File: config.mk
export PLATFORM = sky130hd
export DESIGN_NAME = cookie_spawner
export DESIGN_NICKNAME = d
export VERILOG_FILES = /design/src/rtl/cookie_spawner.sv
export SDC_FILE = /design/constraint.sdc
export NUM_CORES = 1
export LEC_CHECK = 0
export ABC_AREA = 1
export ABC_CLOCK_PERIOD_IN_PS = 1710
export BUFFER_PORTS_ARGS = -buffer_cell sky130_fd_sc_hd__buf_2
export CAP_MARGIN = 10
export CORE_MARGIN = 2
export CORE_UTILIZATION = 30
export DETAILED_ROUTE_END_ITERATION = 12
export HOLD_SLACK_MARGIN = 0.05
export PLACE_DENSITY = 0.51
export SLEW_MARGIN = 20
export SYNTH_ARGS = -nofsm -noshare
export SYNTH_HDL_FRONTEND = slang
export SYNTH_SLANG_ARGS = --single-unit
export TNS_END_PERCENT = 30
File: constraint.sdc
create_clock -name clk -period 1.71 [get_ports clk]
set_input_delay 0.2565 -clock clk [delete_from_list [all_inputs] [get_ports clk]]
set_output_delay 0.2565 -clock clk [all_outputs]
set_load 0.005 [all_outputs]
File: src/rtl/cookie_spawner.sv
// ---------------------------------------------------------------------------
// cookie_spawner
//
// Places a cookie on the playfield grid using the LFSR's pseudo-random word.
// After a programmable number of game ticks it draws one candidate per clock
// and throws away any candidate that is off-grid or sitting on the player. If
// every candidate is rejected, it uses a fixed fallback spot. The accepted
// position is held until game logic reports that the cookie has been eaten.
// The LFSR only advances while a spawn is pending.
//
// Ports:
//   clk             in   system clock
//   rst_n           in   asynchronous active-low reset
//   tick            in   one-cycle game-tick pulse
//   rnd_number      in   16-bit random word from the LFSR
//   player_x        in   current player column (X_W bits)
//   player_y        in   current player row (Y_W bits)
//   cookie_eaten    in   one-cycle pulse from game logic
//   rnd_en          out  LFSR advance enable
//   cookie_valid    out  a cookie is present at cookie_x/cookie_y
//   cookie_x        out  cookie column
//   cookie_y        out  cookie row
//   cookie_fallback out  current cookie came from the fallback rule
//   spawn_count     out  number of cookies spawned, wraps 255 -> 0
// ---------------------------------------------------------------------------
module cookie_spawner #(
  parameter int GRID_W      = 10,
  parameter int GRID_H      = 8,
  parameter int X_W         = 4,
  parameter int Y_W         = 4,
  parameter int SPAWN_DELAY = 3,
  parameter int MAX_TRIES   = 4
) (
  input  logic           clk,
  input  logic           rst_n,
  input  logic           tick,
  input  logic [15:0]    rnd_number,
  input  logic [X_W-1:0] player_x,
  input  logic [Y_W-1:0] player_y,
  input  logic           cookie_eaten,
  output logic           rnd_en,
  output logic           cookie_valid,
  output logic [X_W-1:0] cookie_x,
  output logic [Y_W-1:0] cookie_y,
  output logic           cookie_fallback,
  output logic [7:0]     spawn_count
);

  // Counters only ever hold 0..N-1, so clog2(N) bits are enough (minimum 1).
  localparam int DCW = (SPAWN_DELAY > 1) ? $clog2(SPAWN_DELAY) : 1;
  localparam int TCW = (MAX_TRIES > 1) ? $clog2(MAX_TRIES) : 1;

  localparam logic [DCW-1:0] DELAY_LAST = DCW'(SPAWN_DELAY - 1);
  localparam logic [TCW-1:0] TRY_LAST   = TCW'(MAX_TRIES - 1);
  localparam logic [X_W-1:0] X_LAST     = X_W'(GRID_W - 1);
  localparam logic [Y_W-1:0] Y_LAST     = Y_W'(GRID_H - 1);

  // Grid limits as 32-bit values so the off-grid test also works when the
  // grid exactly fills the coordinate range (GRID_W == 2^X_W).
  localparam logic [31:0] GRID_W_U = 32'(GRID_W);
  localparam logic [31:0] GRID_H_U = 32'(GRID_H);

  typedef enum logic [1:0] {
    DELAY = 2'd0,
    DRAW  = 2'd1,
    VALID = 2'd2
  } state_t;

  state_t         state, next_state;
  logic [DCW-1:0] delay_cnt, next_delay_cnt;
  logic [TCW-1:0] try_cnt, next_try_cnt;

  logic           next_rnd_en;
  logic           next_cookie_valid;
  logic [X_W-1:0] next_cookie_x;
  logic [Y_W-1:0] next_cookie_y;
  logic           next_cookie_fallback;
  logic [7:0]     next_spawn_count;

  logic [X_W-1:0] cand_x;
  logic [Y_W-1:0] cand_y;
  logic           cand_reject;
  logic           player_at_origin;

  // The candidate takes x from the low byte and y from the high byte of the
  // LFSR word. It is rejected if it is off-grid or on the player's square.
  assign cand_x = rnd_number[X_W-1:0];
  assign cand_y = rnd_number[8+Y_W-1:8];

  assign cand_reject = (32'(cand_x) >= GRID_W_U) ||
                       (32'(cand_y) >= GRID_H_U) ||
                       ((cand_x == player_x) && (cand_y == player_y));

  // The fallback spot is normally the origin. If the player is standing
  // there, the opposite corner is used so the cookie never lands on them.
  assign player_at_origin = (player_x == '0) && (player_y == '0);

  // State and output registers. Every output comes straight from a flop, and
  // reset drops all of them at once, which also abandons any draw in flight.
  always_ff @(posedge clk or negedge rst_n) begin
    if (!rst_n) begin
      state           <= DELAY;
      delay_cnt       <= '0;
      try_cnt         <= '0;
      rnd_en          <= 1'b0;
      cookie_valid    <= 1'b0;
      cookie_x        <= '0;
      cookie_y        <= '0;
      cookie_fallback <= 1'b0;
      spawn_count     <= '0;
    end else begin
      state           <= next_state;
      delay_cnt       <= next_delay_cnt;
      try_cnt         <= next_try_cnt;
      rnd_en          <= next_rnd_en;
      cookie_valid    <= next_cookie_valid;
      cookie_x        <= next_cookie_x;
      cookie_y        <= next_cookie_y;
      cookie_fallback <= next_cookie_fallback;
      spawn_count     <= next_spawn_count;
    end
  end

  // Next-state and next-output logic. Everything holds by default. DELAY
  // counts ticks and keeps the LFSR running. DRAW tests one candidate per
  // clock and either accepts it, retries, or falls back after the last try.
  // VALID holds the cookie until it is eaten. Any tick that arrives in VALID
  // is ignored, so the delay always restarts from zero.
  always_comb begin
    next_state           = state;
    next_delay_cnt       = delay_cnt;
    next_try_cnt         = try_cnt;
    next_rnd_en          = rnd_en;
    next_cookie_valid    = cookie_valid;
    next_cookie_x        = cookie_x;
    next_cookie_y        = cookie_y;
    next_cookie_fallback = cookie_fallback;
    next_spawn_count     = spawn_count;

    case (state)
      DELAY: begin
        next_rnd_en = 1'b1;
        if (tick) begin
          if (delay_cnt == DELAY_LAST) begin
            next_state     = DRAW;
            next_delay_cnt = '0;
            next_try_cnt   = '0;
          end else begin
            next_delay_cnt = delay_cnt + 1'b1;
          end
        end
      end

      DRAW: begin
        if (!cand_reject) begin
          next_cookie_x        = cand_x;
          next_cookie_y        = cand_y;
          next_cookie_valid    = 1'b1;
          next_cookie_fallback = 1'b0;
          next_spawn_count     = spawn_count + 8'd1;
          next_rnd_en          = 1'b0;
          next_state           = VALID;
        end else if (try_cnt != TRY_LAST) begin
          next_try_cnt = try_cnt + 1'b1;
        end else begin
          next_cookie_x        = player_at_origin ? X_LAST : '0;
          next_cookie_y        = player_at_origin ? Y_LAST : '0;
          next_cookie_valid    = 1'b1;
          next_cookie_fallback = 1'b1;
          next_spawn_count     = spawn_count + 8'd1;
          next_rnd_en          = 1'b0;
          next_state           = VALID;
        end
      end

      VALID: begin
        if (cookie_eaten) begin
          next_state           = DELAY;
          next_delay_cnt       = '0;
          next_cookie_valid    = 1'b0;
          next_cookie_fallback = 1'b0;
          next_rnd_en          = 1'b1;
        end
      end

      default: begin
        next_state = DELAY;
      end
    endcase
  end

endmodule

Word level (Yosys, flattened, before mapping)
Index checks and enable logic that the tools add are counted.
- $add $sub $neg: 3
- mux-type cells: 32
- $lt $le $gt $ge: 2
- reduce and logical (&&, ||, !) cells: 17
- equality and inequality tests: 13
- operators with widths (cell ; number):
    two-way mux 2 bit ; 11
    two-way mux 4 bit ; 5
    two-way mux 8 bit ; 2
    inequality test 2 bit, second input constant ; 7
    AND reduction 3 bit ; 3
    adder 8 x 1 -> 8 bit, second input constant ; 1
    equality test 4 bit ; 2
    >= comparator 4 bit, second input constant ; 2
    logical NOT 4 bit ; 2
    one-hot mux 2 bit (2 select lines) ; 2
    two-way mux 1 bit ; 7
    one-hot mux 2 bit (3 select lines) ; 1
    nonzero test 2 bit ; 3
    AND reduction 5 bit ; 1
    adder 2 x 1 -> 2 bit, second input constant ; 2
    equality test 2 bit, second input constant ; 2
    one-hot mux 1 bit (2 select lines) ; 2
    AND reduction 4 bit ; 1
    two-way mux 3 bit ; 1
    inequality test 3 bit, second input constant ; 1
    one-hot mux 1 bit (3 select lines) ; 1
    nonzero test 3 bit ; 1
    equality test 2 x 1 -> 1 bit, second input constant ; 1
    logical AND 1 bit ; 2
    3 further kinds ; 4
- output and inout port bits: 19
- logic and storage cells: 76
- register bits: 25
- bits of input ports: 28

Depth between registers and ports, before layout
Gate-level depths: netlist of the first run.
- word-level depth: 5
- mapped depth: 11
- mapped depth without buffers: 11

Worst setup path after synthesis of the first run
Ideal clock, no wire load.
- path kind: register -> register
- start point: register state[1]
- end point: register spawn_count[2]
- path slack: 0.427 ns
- cell stages (with the launch flop): 7
- path buffers: 2
- clock period less this slack: 1.283 ns
- arrival: 1.166 ns
- data required time: 1.593 ns
- library setup time: 0.117 ns
- path through: dfrtp_1 nor2_2 nand2_1 buf_2 buf_2 nand3_1 nand2_1
- cells in the longest elaborated chain, start to end: 2
- RTL lines (element ; RTL line ; RTL):
    start, declared ; 69 ; state_t state, next_state;
    start signal, assigned ; 112 ; state <= next_state;
    equality test 2 x 1 -> 1 bit ; 140 ; case (state)
    AND reduction 2 bit (no line) ; - ;
    end signal, assigned ; 120 ; spawn_count <= next_spawn_count;
    end, declared ; 46 ; output logic [7:0] spawn_count
Every way passes these cells.
A chain may end at the register's enable or synchronous reset.

Worst setup path after layout of the first run
- start point: register state[1]
- end point: register try_cnt[0]
- cells in the longest elaborated chain, start to end: 3
- elaborated cells between the ends (all ways): 9
- those cells by class: eq/ne (5); mux (1); reduce/logical (3)
- RTL lines (element ; RTL line ; RTL):
    equality test 2 x 1 -> 1 bit / logical NOT 2 bit (equally long branches) ; 140 ;
    inequality test 2 bit (no line) / nonzero test 2 bit (equally long branches) ; - ;
    AND reduction 5 bit (no line) ; - ;
    end signal, assigned ; 114 ; try_cnt <= next_try_cnt;
    end, declared ; 71 ; logic [TCW-1:0] try_cnt, next_try_cnt;
Several ways; a longest one is shown, not always the timed one.

==> results of run 1 <==
worst reg2reg max path, delay by kind of cell (launching register included):
kind | cells | cell delay, ps
and+or+nand+nor | 5 | 760
DFF | 1 | 420
buffers and inverters | 1 | 250
sequential cells by signal, indices dropped and copies added (netlist names):
signal / cells
cookie_fallback: 1
spawn_count: 8
cookie_y: 4
cookie_valid: 1
try_cnt: 2
state: 2
rnd_en: 1
cookie_x: 4
delay_cnt: 2
layer usage:
metal	vias up	global-route usage [%]	wire (um)
met1	535	15.1	1320
li1	684	-	-
met3	2	3.43	208
met5	-	0	0
met4	0	2.22	13
met2	33	18.6	1290
power breakdown:
part           total [W]  internal [W]  switching [W]
combinational   0.000811      0.000358       0.000453
sequential      0.000943      0.000796       0.000147
clock           0.000351      0.000163       0.000188
per-stage QoR:
step | area [um2] | std cells | hold slack (ps) | power (W) | util, %
after detailed placement | 1700 | 284 | 287 | 0.00178 | 36.3
after global routing | 1760 | 289 | 251 | 0.00233 | 37.5
after floorplan | 1440 | 191 | -39.1 | 0.00149 | -
final | 1760 | 289 | 240 | 0.00210 | 37.5
after CTS | 1760 | 289 | 235 | 0.00214 | 37.5
after global placement | 1700 | 284 | 295 | 0.00178 | 36.3
repair_timing:
item / CTS / global route
hold endpoints to repair: 25 / 0
gates resized for setup: 0 / 0
hold buffers: 1 / 0
buffers inserted: 0 / 0
area by class of cell:
| cell class | instances | area [um2] |
|---|---|---|
| Fill cell | 515 | 2930 |
| Clock inverter | 1 | 5.00 |
| Clock buffer | 3 | 41.3 |
| Multi-Input combinational cell | 135 | 678 |
| Tap cell | 54 | 67.6 |
| Inverter | 26 | 97.6 |
| Sequential cell | 25 | 626 |
| Timing Repair Buffer | 45 | 245 |
worst max-delay path by stage:
stage	from	to	slack (ps)
global route	state[1]$_DFFE_PN0P_	try_cnt[0]$_DFFE_PN0P_	80
detailed placement	player_x[1]	spawn_count[4]$_DFFE_PN0P_	210
global placement	player_x[1]	spawn_count[4]$_DFFE_PN0P_	210
finish	state[1]$_DFFE_PN0P_	try_cnt[0]$_DFFE_PN0P_	230
floorplan	state[1]$_DFFE_PN0P_	spawn_count[2]$_DFFE_PN0P_	430
CTS	state[1]$_DFFE_PN0P_	try_cnt[0]$_DFFE_PN0P_	220
cell families after synthesis:
group | count (synthesis)
simple gates | 115
buf+inv | 31
flops | 25
xor+xnor | 9
compound gates | 8
fa+ha+maj | 2
mux | 1
placed cells by master, fill, tap and decap left out:
cell,n
nand2_1,65
buf_2,38
nand3_1,26
inv_1,25
dfrtp_1,25
nor2_1,11
xor2_1,6
buf_4,6
nor2_2,4
o21ai_0,4
xnor2_1,3
nand4_1,3
clkbuf_8,3
nand2_4,2
o21ai_1,2
ha_1,2
inv_2,1
o21a_1,1
nor2_4,1
nor4_1,1
nand3_4,1
mux2i_1,1
a21oi_1,1
nor3_1,1
clkinv_2,1
dlygate4sd3_1,1
==> run_results.csv, run 1 <==
group,metric,value,unit
yosys,synth_top_family_by_area,"simple AND/OR/NAND/NOR gates",
floorplanning,die_h,73.3,um
grt,overflow,0,
timing,period_needed,1480,ps
setup_path,reg2reg_depth,6,
place,place_congestion,0.702,
floorplanning,dieArea,0.00538,mm2
floorplanning,rows,25,
clock_network,cts_max_level,1,
setup_path,cpPeakStageDelay,420,ps
grt,grt_pass1_vias,1146,
run_status,status,"completed",
floorplanning,core,0.00469,mm2
routing,postRouteAntennaNets,0,
power_and_ir_drop,ir_drop,355,uV
grt,track_usage,11.4,%
yosys,muxShareOfSynthArea,0.694,%
clock_network,clkLatencyLatePin,270,ps
place,port_buffers,38,
setup_path,criticalPathCategory,"reg2reg",
power_and_ir_drop,power_density,1200,mW/mm2
setup_path,critPathCaptureType,"flip-flop",
clock_network,clockBufferDepth,2,
timing,clock.fmax,0.676,GHz
yosys,synth-compound-area-share,2.95,%
worst_hold_path,holdPathEnd,"cookie_x[2]$_DFFE_PN0P_",
yosys,synth_xor_area_share,5.47,%
finish,fin_nets,266,
yosys,synthArstFlopShare,100,%
yosys,yosys.area_share.adder,1.74,%
setup_path,r2r-end,"try_cnt[0]$_DFFE_PN0P_",
flow_run,cap_violations,0,
routing,post-route-drc-count,0,
worst_hold_path,hold_depth,3,
setup_path,critical_path.cell_chain,"nor2_2, nand2_1, buf_4, nand3_1, nand2_1, nand2_1",
finish,diodes,0,
setup_path,path_depth,6,
place,place_ws,209,ps
yosys,synthTopCellsByArea,"dfrtp_1, nand2_1, nand3_1",
setup_path,crit_slowest_cell,"dfrtp_1",
routing,drt_iter0_drc,33,
yosys,synth_cells,191,
yosys,synthFlopType,"dfrtp_1",
setup_path,path_buf_inv,1,
routing,wirelength,2830,um
routing,viasPerCell,4.34,
timing,setup_viol,0,
grt,antenna_found_initial,0,
yosys,synthSimpleGateAreaFrac,36.2,%
yosys,synth_top_area_share,43.4,%
clock_network,cts_tree,"yes",
finish,area_growth,22.1,%
setup_path,start_kind,"flip-flop",
yosys,synth_nets,221,
floorplanning,io_pins,47,
floorplanning,die_width,73.3,um
timing,setup_slack,230,ps
setup_path,path_max_fanout,8,
place,dp_hpwl,2190,um
worst_hold_path,min-delay-start,"rnd_number[2]",
yosys,ys_top_cells_by_count,"nand2_1, nand3_1, dfrtp_1, inv_1, nor2_1",
yosys,syn_area,0.00144,mm2
yosys,ys_ff_latch,25,
timing,finalHoldViolations,0,
yosys,syn_avg_cell_area,7.55,um2
routing,via_count,1254,
routing,first_pass_iters,4,
setup_path,rrSetupSlack,230,ps
timing,finalCritPeriodShare,86.5,%
grt,grt_max_degree,26,
yosys,yosysSeqAreaShare,43.4,%
timing,worstMarginPinSlew,565,ps
finish,layout-drive-gt1-share,24.3,%
yosys,yosys.area.top_type,"dfrtp_1",
setup_path,cp_top_family,"simple AND/OR/NAND/NOR gates",
timing,report.final.slew_viol_count,0,
setup_path,arrival,1690,ps
timing,rsz0062_at_grt,"no",
timing,tns,0,ps
yosys,yosysMostFrequentCell,"nand2_1",
yosys,synth_edf_count,0,
worst_hold_path,hp-class,"in2reg",
grt,grt_pass1_wl,4920,um
power_and_ir_drop,p_leak,1.04,nW
clock_network,numCtsBuffers,3,
setup_path,crit_path_frequent_cell,"nand2_1",
yosys,synth_cell_types,24,
setup_path,r2r-start,"state[1]$_DFFE_PN0P_",
clock_network,clk_pin_slew,90,ps
timing,max_slew_margin,62.3,%
yosys,yosysWarnings,0,
routing,post_drt_wl_per_cell,9.79,um
timing,finalClockSkew,5.08,ps
clock_network,clock_sinks,25,
floorplanning,start_util,30.7,%
clock_network,cts-root-buf,"clkbuf_8",
setup_path,required,1920,ps
Note: power is estimated with default switching activity, not from simulation.
==> inputs of run 2 (changes only) <==
CELL_PAD_IN_SITES_DETAIL_PLACEMENT = 0   (was unset)
CELL_PAD_IN_SITES_GLOBAL_PLACEMENT = 1   (was unset)
PLACE_DENSITY = 0.68   (was 0.51)
==> run 2 against run 1 <==
  * Clock power increased by 3%
  * Non-clock buffer count down 1
  * Flip-flop and latch count did not move
  * First-iteration DRC count up 64%
  * Combinational power about the same
  * Clock skew up 2.2 ps
  * Critical path depth shrank 2
  * Power grew 0.26%
  * Largest cell class unchanged
  * Largest power group unchanged
==> run_results.csv, run 2 (synthesized netlist as in run 1, its figures left out) <==
group,metric,value,unit
timing,whs,247,ps
finish,post-route-util,37.4,%
setup_path,rrSetupSlack,260,ps
clock_network,cts-root-buf,"clkbuf_8",
grt,met3_usage,2.19,%
routing,postRouteAntennaNets,0,
timing,period_needed,1450,ps
setup_path,path_max_fanout,17,
finish,top_regs,"spawn_count x8, cookie_x x4, cookie_y x4",
clock_network,clk_pin_slew,90,ps
finish,layout_commonest_cell,"nand2_1",
timing,finalCritPeriodShare,84.7,%
setup_path,crit_start,"state[1]$_DFFE_PN0P_",
finish,nFillCells,525,
timing,worstMarginPinSlew,568,ps
floorplanning,die_h,73.3,um
setup_path,critPathCaptureType,"flip-flop",
place,port_buffers,38,
finish,area_growth,21.8,%
power_and_ir_drop,p_leak,1.03,nW
finish,layout-drive-gt1-share,23.9,%
worst_hold_path,min-delay-start,"rnd_number[2]",
floorplanning,dieArea,0.00538,mm2
flow_run,cap_violations,0,
routing,viasPerCell,4.45,
floorplanning,rows,25,
finish,regMostFlops,"spawn_count",
grt,overflow,0,
timing,clock.fmax,0.691,GHz
floorplanning,die_width,73.3,um
run_status,status,"completed",
timing,finalHoldViolations,0,
timing,max_slew_margin,62.1,%
grt,grt.busiest_layer,"met2",
timing,rsz0062_at_grt,"no",
routing,post-route-drc-count,0,
setup_path,criticalPathCategory,"reg2reg",
routing,post_drt_wl_per_cell,10.1,um
finish,diodes,0,
setup_path,reg2reg_depth,4,
clock_network,clock_sinks,25,
place,place_congestion,0.715,
finish,largest_register_ff_count,8,
timing,tns,0,ps
routing,first_pass_iters,4,
finish,final_area,0.00176,mm2
timing,report.final.slew_viol_count,0,
clock_network,numCtsBuffers,3,
place,post_dp_cell_area,0.00170,mm2
setup_path,cp-endpoint,"spawn_count[3]$_DFFE_PN0P_",
grt,grt_pass1_wl,5150,um
timing,finalClockSkew,7.30,ps
grt,grt_max_degree,26,
worst_hold_path,hp-class,"in2reg",
clock_network,clockBufferDepth,2,
place,dp_hpwl,2230,um
routing,via_count,1281,
finish,final_cell_mix,"nand2_1, buf_2, nand3_1",
grt,grt.met1_usage,16.0,%
routing,drt_iter0_drc,54,
floorplanning,io_pins,47,
timing,setup_viol,0,
setup_path,start_kind,"flip-flop",
grt,grt_pass1_vias,1207,
setup_path,r2r-start,"state[1]$_DFFE_PN0P_",
setup_path,required,1870,ps
floorplanning,core,0.00469,mm2
finish,fin_nets,265,
floorplanning,start_util,30.7,%
grt,use_met2,19.5,%
clock_network,cts_tree,"yes",
grt,track_usage,12.0,%
grt,antenna_found_initial,0,
clock_network,post_cts_buffers,0,
clock_network,cts_max_level,1,
setup_path,r2r-end,"spawn_count[3]$_DFFE_PN0P_",
routing,wirelength,2900,um
power_and_ir_drop,ir_drop,336,uV
power_and_ir_drop,power_density,1200,mW/mm2
clock_network,clkLatencyLatePin,270,ps
setup_path,arrival,1600,ps
-- run 2: cell count changes in the layout (fill, tap and decap cells not counted), sizes merged --
| cell | change |
|---|---|
| buf | -1 |
| clkinv | -1 |
| clkinvlp | +1 |
-- run 2: final cells by class --
class                      instances  area, um2  share of cell area [%]
clock buffer                       3       41.3                    2.35
sequential                        25        626                    35.6
inverter                          26       97.6                    5.56
clock inverter                     1       7.51                   0.428
tap                               54       67.6                    3.85
multi-input combinational        135        678                    38.6
timing repair buffer              44        238                    13.5
-- run 2: worst min path at each step --
| stage | to | slack [ps] | depth (start not counted) |
|---|---|---|---|
| finish | cookie_x[2]$_DFFE_PN0P_ | 250 | 3 |
| global route | cookie_x[2]$_DFFE_PN0P_ | 250 | 3 |
| CTS | cookie_x[1]$_DFFE_PN0P_ | 250 | 3 |
| detailed placement | delay_cnt[1]$_DFFE_PN0P_ | 290 | 1 |
| global placement | delay_cnt[1]$_DFFE_PN0P_ | 290 | 1 |
| floorplan | cookie_fallback$_DFFE_PN0P_ | -40 | 0 |
-- run 2: what timing repair did --
action | 4_1_cts | 5_1_grt
endpoints found under the hold margin | 25 | 0
gates resized for setup | 0 | 0
hold buffers | 1 | 0
-- run 2: where the power goes --
group          switching (W)  internal (W)  total, W
logic               0.000452      0.000357  0.000809
registers           0.000145      0.000796  0.000941
clock network       0.000195      0.000165  0.000360
total               0.000792       0.00132   0.00211
-- run 2: per-layer routing --
layer	part of all wire (%)	routed length (um)
met1	49	1420
met2	45	1310
met3	5.1	148
met4	0.86	25
met5	0	0
-- run 2: per-stage QoR --
| step | power (W) | instances | setup slack (ps) |
|---|---|---|---|
| 3_3_place_gp | 0.00178 | 283 | 193 |
| 4_1_cts | 0.00216 | 288 | 242 |
| 3_5_place_dp | 0.00178 | 283 | 167 |
| 6_report | 0.00211 | 288 | 262 |
| 5_1_grt | 0.00234 | 288 | 69.9 |
| 2_1_floorplan | 0.00149 | 191 | 427 |
-- run 2: critical path, cell delays in order (launching register included) --
cell and delay [ps]:
dfrtp_1 420, nor2_2 230, nand2_1 290, nand2_4 280, o21ai_0 110
